[src/rtl/fetch_unit.sv]
// Instruction fetch stage: PC, in-order word requests, instruction buffer, redirect squash.
// Optional FETCH_HALT_EN adds a halt input and a halted status output.
module fetch_unit #(
  parameter logic [31:0] RESET_PC   = 32'h0000_0000,
  parameter int          FIFO_DEPTH = 2
) (
  input  logic        clk,
  input  logic        rst_n,
  output logic        imem_req_valid,
  input  logic        imem_req_ready,
  output logic [31:0] imem_addr,
  input  logic        imem_rsp_valid,
  input  logic [31:0] imem_rsp_data,
  input  logic        redirect_valid,
  input  logic [31:0] redirect_pc,
`ifdef FETCH_HALT_EN
  input  logic        halt,
  output logic        halted,
`endif
  output logic        ir_valid,
  input  logic        ir_ready,
  output logic [31:0] ir,
  output logic [31:0] ir_pc
);

  // Handshakes: a transfer happens on a cycle where valid && ready at the rising
  // edge; valid never depends on ready of the same channel except for the request
  // credit, which counts a same-cycle decode pop as a freed buffer slot.

  localparam int          PW      = $clog2(FIFO_DEPTH);
  localparam int          CW      = PW + 1;
  localparam logic [31:0] NOP     = 32'h0000_0013;
  localparam logic [CW:0] DEPTH_W = (CW + 1)'(FIFO_DEPTH);

  typedef enum logic {RESET_WAIT, RUN} state_t;

  state_t      state, state_next;
  logic [29:0] pc;
  logic [29:0] rsp_pc;
  logic [CW-1:0] inflight, inflight_next;
  logic [CW-1:0] count;
  logic [CW-1:0] discard;
  logic [PW-1:0] wr_ptr, rd_ptr;
  logic [31:0] data_q [FIFO_DEPTH];
  logic [31:0] pc_q   [FIFO_DEPTH];

  logic        halt_w;
  logic        req_fire;
  logic        pop;
  logic        push;
  logic [CW:0] occupancy;
  logic [1:0]  unused_redirect_bits;

`ifdef FETCH_HALT_EN
  assign halt_w = halt;
`else
  assign halt_w = 1'b0;
`endif

  assign unused_redirect_bits = redirect_pc[1:0];

  always_comb begin
    state_next = state;
    case (state)
      RESET_WAIT: state_next = RUN;
      RUN:        state_next = RUN;
      default:    state_next = RESET_WAIT;
    endcase
  end

  assign ir_valid  = (count != '0);
  assign ir        = data_q[rd_ptr];
  assign ir_pc     = pc_q[rd_ptr];
  assign pop       = ir_valid && ir_ready && !redirect_valid;
  // A redirect drops the same-cycle response as well as every later stale one.
  assign push      = imem_rsp_valid && (discard == '0) && !redirect_valid;

  // Outstanding requests plus buffered words never exceed the buffer size,
  // so every response is guaranteed a slot.
  assign occupancy = {1'b0, inflight} + {1'b0, count} - {{CW{1'b0}}, pop};
  assign imem_req_valid = (state == RUN) && !redirect_valid && !halt_w &&
                          (occupancy < DEPTH_W);
  assign imem_addr = {pc, 2'b00};
  assign req_fire  = imem_req_valid && imem_req_ready;

  assign inflight_next = inflight + {{(CW-1){1'b0}}, req_fire}
                                  - {{(CW-1){1'b0}}, imem_rsp_valid};

  always_ff @(posedge clk or negedge rst_n) begin
    if (!rst_n) begin
      state    <= RESET_WAIT;
      pc       <= RESET_PC[31:2];
      rsp_pc   <= RESET_PC[31:2];
      inflight <= '0;
      count    <= '0;
      discard  <= '0;
      wr_ptr   <= '0;
      rd_ptr   <= '0;
      for (int i = 0; i < FIFO_DEPTH; i++) begin
        data_q[i] <= NOP;
        pc_q[i]   <= '0;
      end
    end else begin
      state    <= state_next;
      inflight <= inflight_next;
      if (redirect_valid) begin
        pc      <= redirect_pc[31:2];
        rsp_pc  <= redirect_pc[31:2];
        discard <= inflight_next;
        count   <= '0;
        rd_ptr  <= wr_ptr;
      end else begin
        if (req_fire) pc <= pc + 30'd1;
        if (imem_rsp_valid && (discard != '0)) discard <= discard - CW'(1);
        if (push) begin
          data_q[wr_ptr] <= imem_rsp_data;
          pc_q[wr_ptr]   <= {rsp_pc, 2'b00};
          wr_ptr         <= wr_ptr + PW'(1);
          rsp_pc         <= rsp_pc + 30'd1;
        end
        if (pop) rd_ptr <= rd_ptr + PW'(1);
        count <= count + {{(CW-1){1'b0}}, push} - {{(CW-1){1'b0}}, pop};
      end
    end
  end

`ifdef FETCH_HALT_EN
  always_ff @(posedge clk or negedge rst_n) begin
    if (!rst_n) halted <= 1'b0;
    else        halted <= halt && (inflight_next == '0);
  end
`endif

  assert property (@(posedge clk) disable iff (!rst_n)
                   !(push && (count == CW'(FIFO_DEPTH))));

endmodule

[config.mk]
export PLATFORM = sky130hd
export DESIGN_NAME = fetch_unit
export DESIGN_NICKNAME = d
export VERILOG_FILES = /design/src/rtl/fetch_unit.sv
export SDC_FILE = /design/constraint.sdc
export NUM_CORES = 1
export LEC_CHECK = 0
export CAP_MARGIN = 0
export CORE_ASPECT_RATIO = 1.4
export CORE_MARGIN = 3
export CORE_UTILIZATION = 50
export CTS_CLUSTER_DIAMETER = 60
export DETAILED_ROUTE_END_ITERATION = 8
export PLACE_DENSITY = 0.88
export SETUP_SLACK_MARGIN = 0.02
export SLEW_MARGIN = 20
export SYNTH_ARGS = -nofsm -noshare
export SYNTH_HDL_FRONTEND = slang
export SYNTH_SLANG_ARGS = --single-unit
[constraint.sdc]
create_clock -name clk -period 4.3 [get_ports clk]
set_clock_uncertainty 0.15 [all_clocks]
set_input_delay 0.645 -clock clk [delete_from_list [all_inputs] [get_ports clk]]
set_output_delay 0.645 -clock clk [all_outputs]
set_load 0.02 [all_outputs]
==> Word-level counts from Yosys, hierarchy flattened <==
Cells that the tools add are included.
{ "classes": {"n_reduce_logical": 18, "order_cmp": 4, "mux": 19, "add_sub_neg": 11, "n_bitwise": 3} }
{ "ops": {"columns": ["operator", "count"], "rows": [
  ["$mux 32", 7],
  ["$bwmux 64", 2],
  ["$mux 30", 4],
  ["$add 30x1->30 const B", 2],
  ["$demux 32 s1", 1],
  ["$reduce_bool 2->1", 6],
  ["$logic_and 1x1->1", 9],
  ["$mux 2", 3],
  ["$add 2x1->2", 2],
  ["$ge 2x2->1 const B", 2],
  ["$not 1->2", 2],
  ["$sub 2x1->2", 2],
  ["$add 2x2->3", 1],
  ["$lt 3x2->1 const B", 1],
  ["$sub 3x1->3", 1],
  ["$add 1x1->1 const B", 2],
  ["$logic_not 2->1", 1],
  ["$lt 2x1->1 const B", 1],
  ["$mux 1", 2],
  ["$reduce_and 2->1", 1],
  ["$sub 2x1->2 const B", 1],
  ["$logic_not 1->1", 1],
  ["$not 1->1", 1]
]} }
{ "word_totals": {"ff_bits": 197, "elab_cells": 67} }

==> Logic depth before layout (Yosys ltp) <==
{ "depth": {"word_depth": 10, "mapped_depth": 18, "mapped_depth_nobuf": 17} }

==> Worst setup path after synthesis <==
No wires, ideal clock.
{ "synth_path": {"kind": "input to register", "startpoint": "in redirect_valid", "endpoint": "reg discard[1]", "t_required_ns": 4.016, "path_slack_ns": 0.260, "path_buffers": 3, "path_stages": 17, "arrival_time_ns": 3.756, "cell_sequence": "clkbuf_1 clkbuf_1 nor2_1 ha_1 nand2b_1 fa_1 xnor2_1 nor4b_2 inv_2 clkbuf_1 ha_1 inv_1 ha_1 xnor2_1 xnor2_1 nand2_1 o21ai_0"} }
{ "synth_via": {"elab_chain_cells": 9} }
{ "synth_rtl": {"columns": ["element", "line_no", "rtl"], "rows": [
  ["start: declaration", "14", "input logic redirect_valid,"],
  ["$logic_not 1->1 *", "74, 81", null],
  ["$logic_and 1x1->1", "74", "assign pop = ir_valid && ir_ready && !redirect_valid;"],
  ["$sub 3x1->3", "80", "assign occupancy = {1'b0, inflight} + {1'b0, count} - {{CW{1'b0}}, pop};"],
  ["$lt 3x2->1", "82", "(occupancy < DEPTH_W);"],
  ["$logic_and 1x1->1 *", "81", "assign imem_req_valid = (state == RUN) && !redirect_valid && !halt_w &&"],
  ["$logic_and 1x1->1 *", "84", "assign req_fire = imem_req_valid && imem_req_ready;"],
  ["$add 2x1->2 *", "86", "assign inflight_next = inflight + {{(CW-1){1'b0}}, req_fire}"],
  ["$sub 2x1->2 *", "87", "- {{(CW-1){1'b0}}, imem_rsp_valid};"],
  ["via inflight_next[1]", "40", "logic [CW-1:0] inflight, inflight_next;"],
  ["$mux 2 *", "106", "if (redirect_valid) begin"],
  ["end signal: assignment", "109", "discard <= inflight_next;"],
  ["end signal: assignment", "114", "if (imem_rsp_valid && (discard != '0)) discard <= discard - CW'(1);"],
  ["end: declaration", "42", "logic [CW-1:0] discard;"]
]} }
Mark *: on every way through the listed nets, which the timed path passes. The rest lies on a longest branch.
A chain may end at the register's enable or synchronous reset.

==> Worst setup path after layout <==
{ "layout_path": {"startpoint": "in ir_ready", "endpoint": "out imem_req_valid"} }
{ "layout_via": {"elab_chain_cells": 5} }
{ "layout_rtl": {"columns": ["element", "line_no", "rtl"], "rows": [
  ["start: declaration", "21", "input logic ir_ready,"],
  ["$logic_and 1x1->1 (2 in series)", "74", null],
  ["$sub 3x1->3", "80", null],
  ["$lt 3x2->1", "82", null],
  ["$logic_and 1x1->1", "81", null],
  ["end: declaration", "9", "output logic imem_req_valid,"]
]} }
Every way passes these cells.

==> run metrics <==
Setup-failing EPs final 0; total wire length about 21000 um; most frequent cells in the layout dfrtp_1, mux2_2, clkdlybuf4s50_1; DRC 0; Clock H-tree levels 4; Post-synth EDFFs 0; pin count of the biggest net entering global routing 106; Hold Buf Count CTS 0; clk slew on worst S/H paths around 0.07 ns; share of the synthesized area in the top cell type between 50% and 60%; layout cell share with drive strength beyond 1 approximately a quarter; # diodes 0; Hold WS 0.1423 ns; area grow syn2layout 26.52%; ys async rst share between 90% and 100%; total core area between 15000 and 20000 sq um; Port Buffer Count 161; clk buf depth 2; setup ws final 0.4514 ns; initial antenna violation count 0; Top FF cell, synth dfrtp_1; crit-path max FO 2; Routed Antenna Nets 0; commonest non-fill, non-tap cell in the layout dfrtp_1; CTS Sinks 193; cell row count a little under 60; Tot Pwr a little under 8 mW; Slew Limit Headroom 37.34%; post-synth top area cell dfrtp_1; library cells used by synthesis between 50 and 60; Tmin final 3.849 ns; Die ar. approximately 20000 sq um; DP Wirelength 14600 um; first-pass GRT wire length around 35000 um; Root Buffer clkbuf_16; Worst IR Drop VDD 0.3106 mV; ranking of synthesized cells by area dfrtp_1, mux2_2, nand2_1; CTS buffer count 17; Max Cap Viol 0; critical path class primary input to output pin; Critical Path Start Type primary input; GRT Total Usage 21.59%; Post-Place Worst Slack roughly 0.21 ns; die height ~170 um; pwr/cell area 677.5 nW/um^2; DR vias/cell 5.688; synthesized cell area 9261 sq um; Synth Register Bits 193; Final Cycle Share 89.50%; Slew @ Worst Pin 0.9364 ns; Worst EP arrival 3.05 ns; metal3 WL approximately 1200 um; Post-CTS Setup Bufs 0; Initial Util approximately half; Synthesis Warnings 0; post-CTS resize count 0; CTS tree yes; I/O pin total roughly 170; Post-Syn Area per Cell 11.81 sq um; Post-Route M1 WL 8615 um; gpl congestion just over 0.9; global route total overflow 0; setup TNS after final layout 0 ns; via count between 6000 and 7000; fmax around 260 MHz; Pre-Repair DR Iteration Count 5; die width ~120 um; Pleak between 4 and 5 nW; DR top layer met4; initial DRC count just over 500; Min-Delay Path Class primary input to async pin; critical path required time between 3 and 4 ns; Worst-Skew Late Latency around 0.43 ns; endpoints failing hold 0; Critical Path End Type output pin; RSZ-0062 raised after global routing false; synthesized instance count around 800; vias in the first global route 6839; drt wl/cell between 15 and 20 um; Seq/Total Area, Yosys a little over half; status completed; met2 WL post-DR about 11000 um; fin nets 1015; max-slew violations 0
-- per-layer routing --
metal	global-route usage, %	vias to the layer above
met4	7.101	0
met3	3.261	37
met2	37.51	240
met1	27.47	3366
li1	-	3109
met5	0	-
-- registers in the layout (all words and copies together), names as in the netlist --
name      cells
rd_ptr        1
wr_ptr        1
count         2
discard       2
pc_q         60
pc           30
inflight      2
state         1
rsp_pc       30
data_q       64
-- area by class of cell --
cell class / count / area [sq um]
clock inverters: 13 / 161.4
repair buffers: 171 / 1735
flip-flops and latches: 193 / 4838
multi-input cells: 530 / 4170
well taps: 240 / 300.3
inverters: 22 / 82.58
clock buffers: 18 / 429.2
fillers: 1318 / 6352
-- critical path, stage by stage --
cell and delay, ns:
clkdlybuf4s50_1 0.46, nand2_1 0.08, nor2_1 0.15, ha_1 0.24, nand2b_1 0.15, fa_1 0.37, xnor2_1 0.16, nor3_1 0.17
clkdlybuf4s50_1 0.63
-- where the power goes --
group | total [mW] | leakage, nW | switching (mW) | internal, mW
registers | 2.95 | 2.34 | 0.440 | 2.51
clock network | 1.60 | 0.279 | 0.683 | 0.914
logic | 3.39 | 2.22 | 1.52 | 1.87
total | 7.94 | 4.84 | 2.65 | 5.29
-- cells in the mapped netlist, types with 2 or more instances --
| cell type | number |
|---|---|
| and2_1 | 4 |
| o211ai_1 | 12 |
| a311o_1 | 2 |
| nor2_1 | 25 |
| a31o_2 | 2 |
| mux2_2 | 183 |
| a211o_1 | 2 |
| nand4_1 | 17 |
| o21ai_1 | 3 |
| buf_4 | 6 |
| xnor2_1 | 26 |
| xor2_1 | 10 |
| nand2b_1 | 2 |
| dfstp_2 | 6 |
| dfrtp_1 | 187 |
| nand2_1 | 76 |
| or4_1 | 6 |
| ha_1 | 9 |
| buf_1 | 3 |
| a21o_1 | 3 |
| o311ai_0 | 5 |
| nand3_1 | 24 |
| clkbuf_1 | 25 |
| a221o_1 | 2 |
| nor4_1 | 5 |
| buf_2 | 7 |
| nor3_1 | 17 |
| a31oi_1 | 3 |
| and4_1 | 3 |
| inv_1 | 21 |
| nor2b_1 | 2 |
| or4_4 | 2 |
| a21oi_1 | 6 |
| conb_1 | 2 |
| and3_1 | 9 |
| o31ai_1 | 2 |
| o21ai_0 | 43 |
-- through the flow --
stage / cells / instance area (sq um) / util [%]
after floorplan: 787 / 9273 / -
after global placement: 1156 / 11130 / 61.58
after detailed placement: 1156 / 11130 / 61.58
after CTS: 1187 / 11720 / 64.85
after global routing: 1187 / 11720 / 64.85
final: 1187 / 11720 / 64.85
-- logic make-up after synthesis --
kind of cell | share of synthesized area, %
buffers and inverters | 2.945
muxes | 22.36
AOI/OAI and AO/OA | 6.323
adders and majority gates | 1.432
and+or+nand+nor | 11.23
other | 0.08109
DFF | 52.23
xor gates and xnor gates | 3.404
-- path summary, 6_finish.rpt --
path | from | endpoint | slack (ns) | cells after the start
worst max-delay path | ir_ready | imem_req_valid | 0.45 | 9
worst min-delay path | rst_n | data_q[26]$_DFFE_PN0P_ | 0.14 | 1
worst max register to register | count[1]$_DFF_PN0_ | pc[3]$_DFFE_PN0P_ | 0.84 | 13
worst min register to register | pc_q[17]$_DFFE_PN0P_ | pc_q[17]$_DFFE_PN0P_ | 0.34 | 2
max in group asynchronous | rst_n | data_q[4]$_DFFE_PN1P_ | 2.83 | 2
min in group clk | pc_q[17]$_DFFE_PN0P_ | pc_q[17]$_DFFE_PN0P_ | 0.34 | 2
Note: power is estimated with default switching activity, not from simulation.
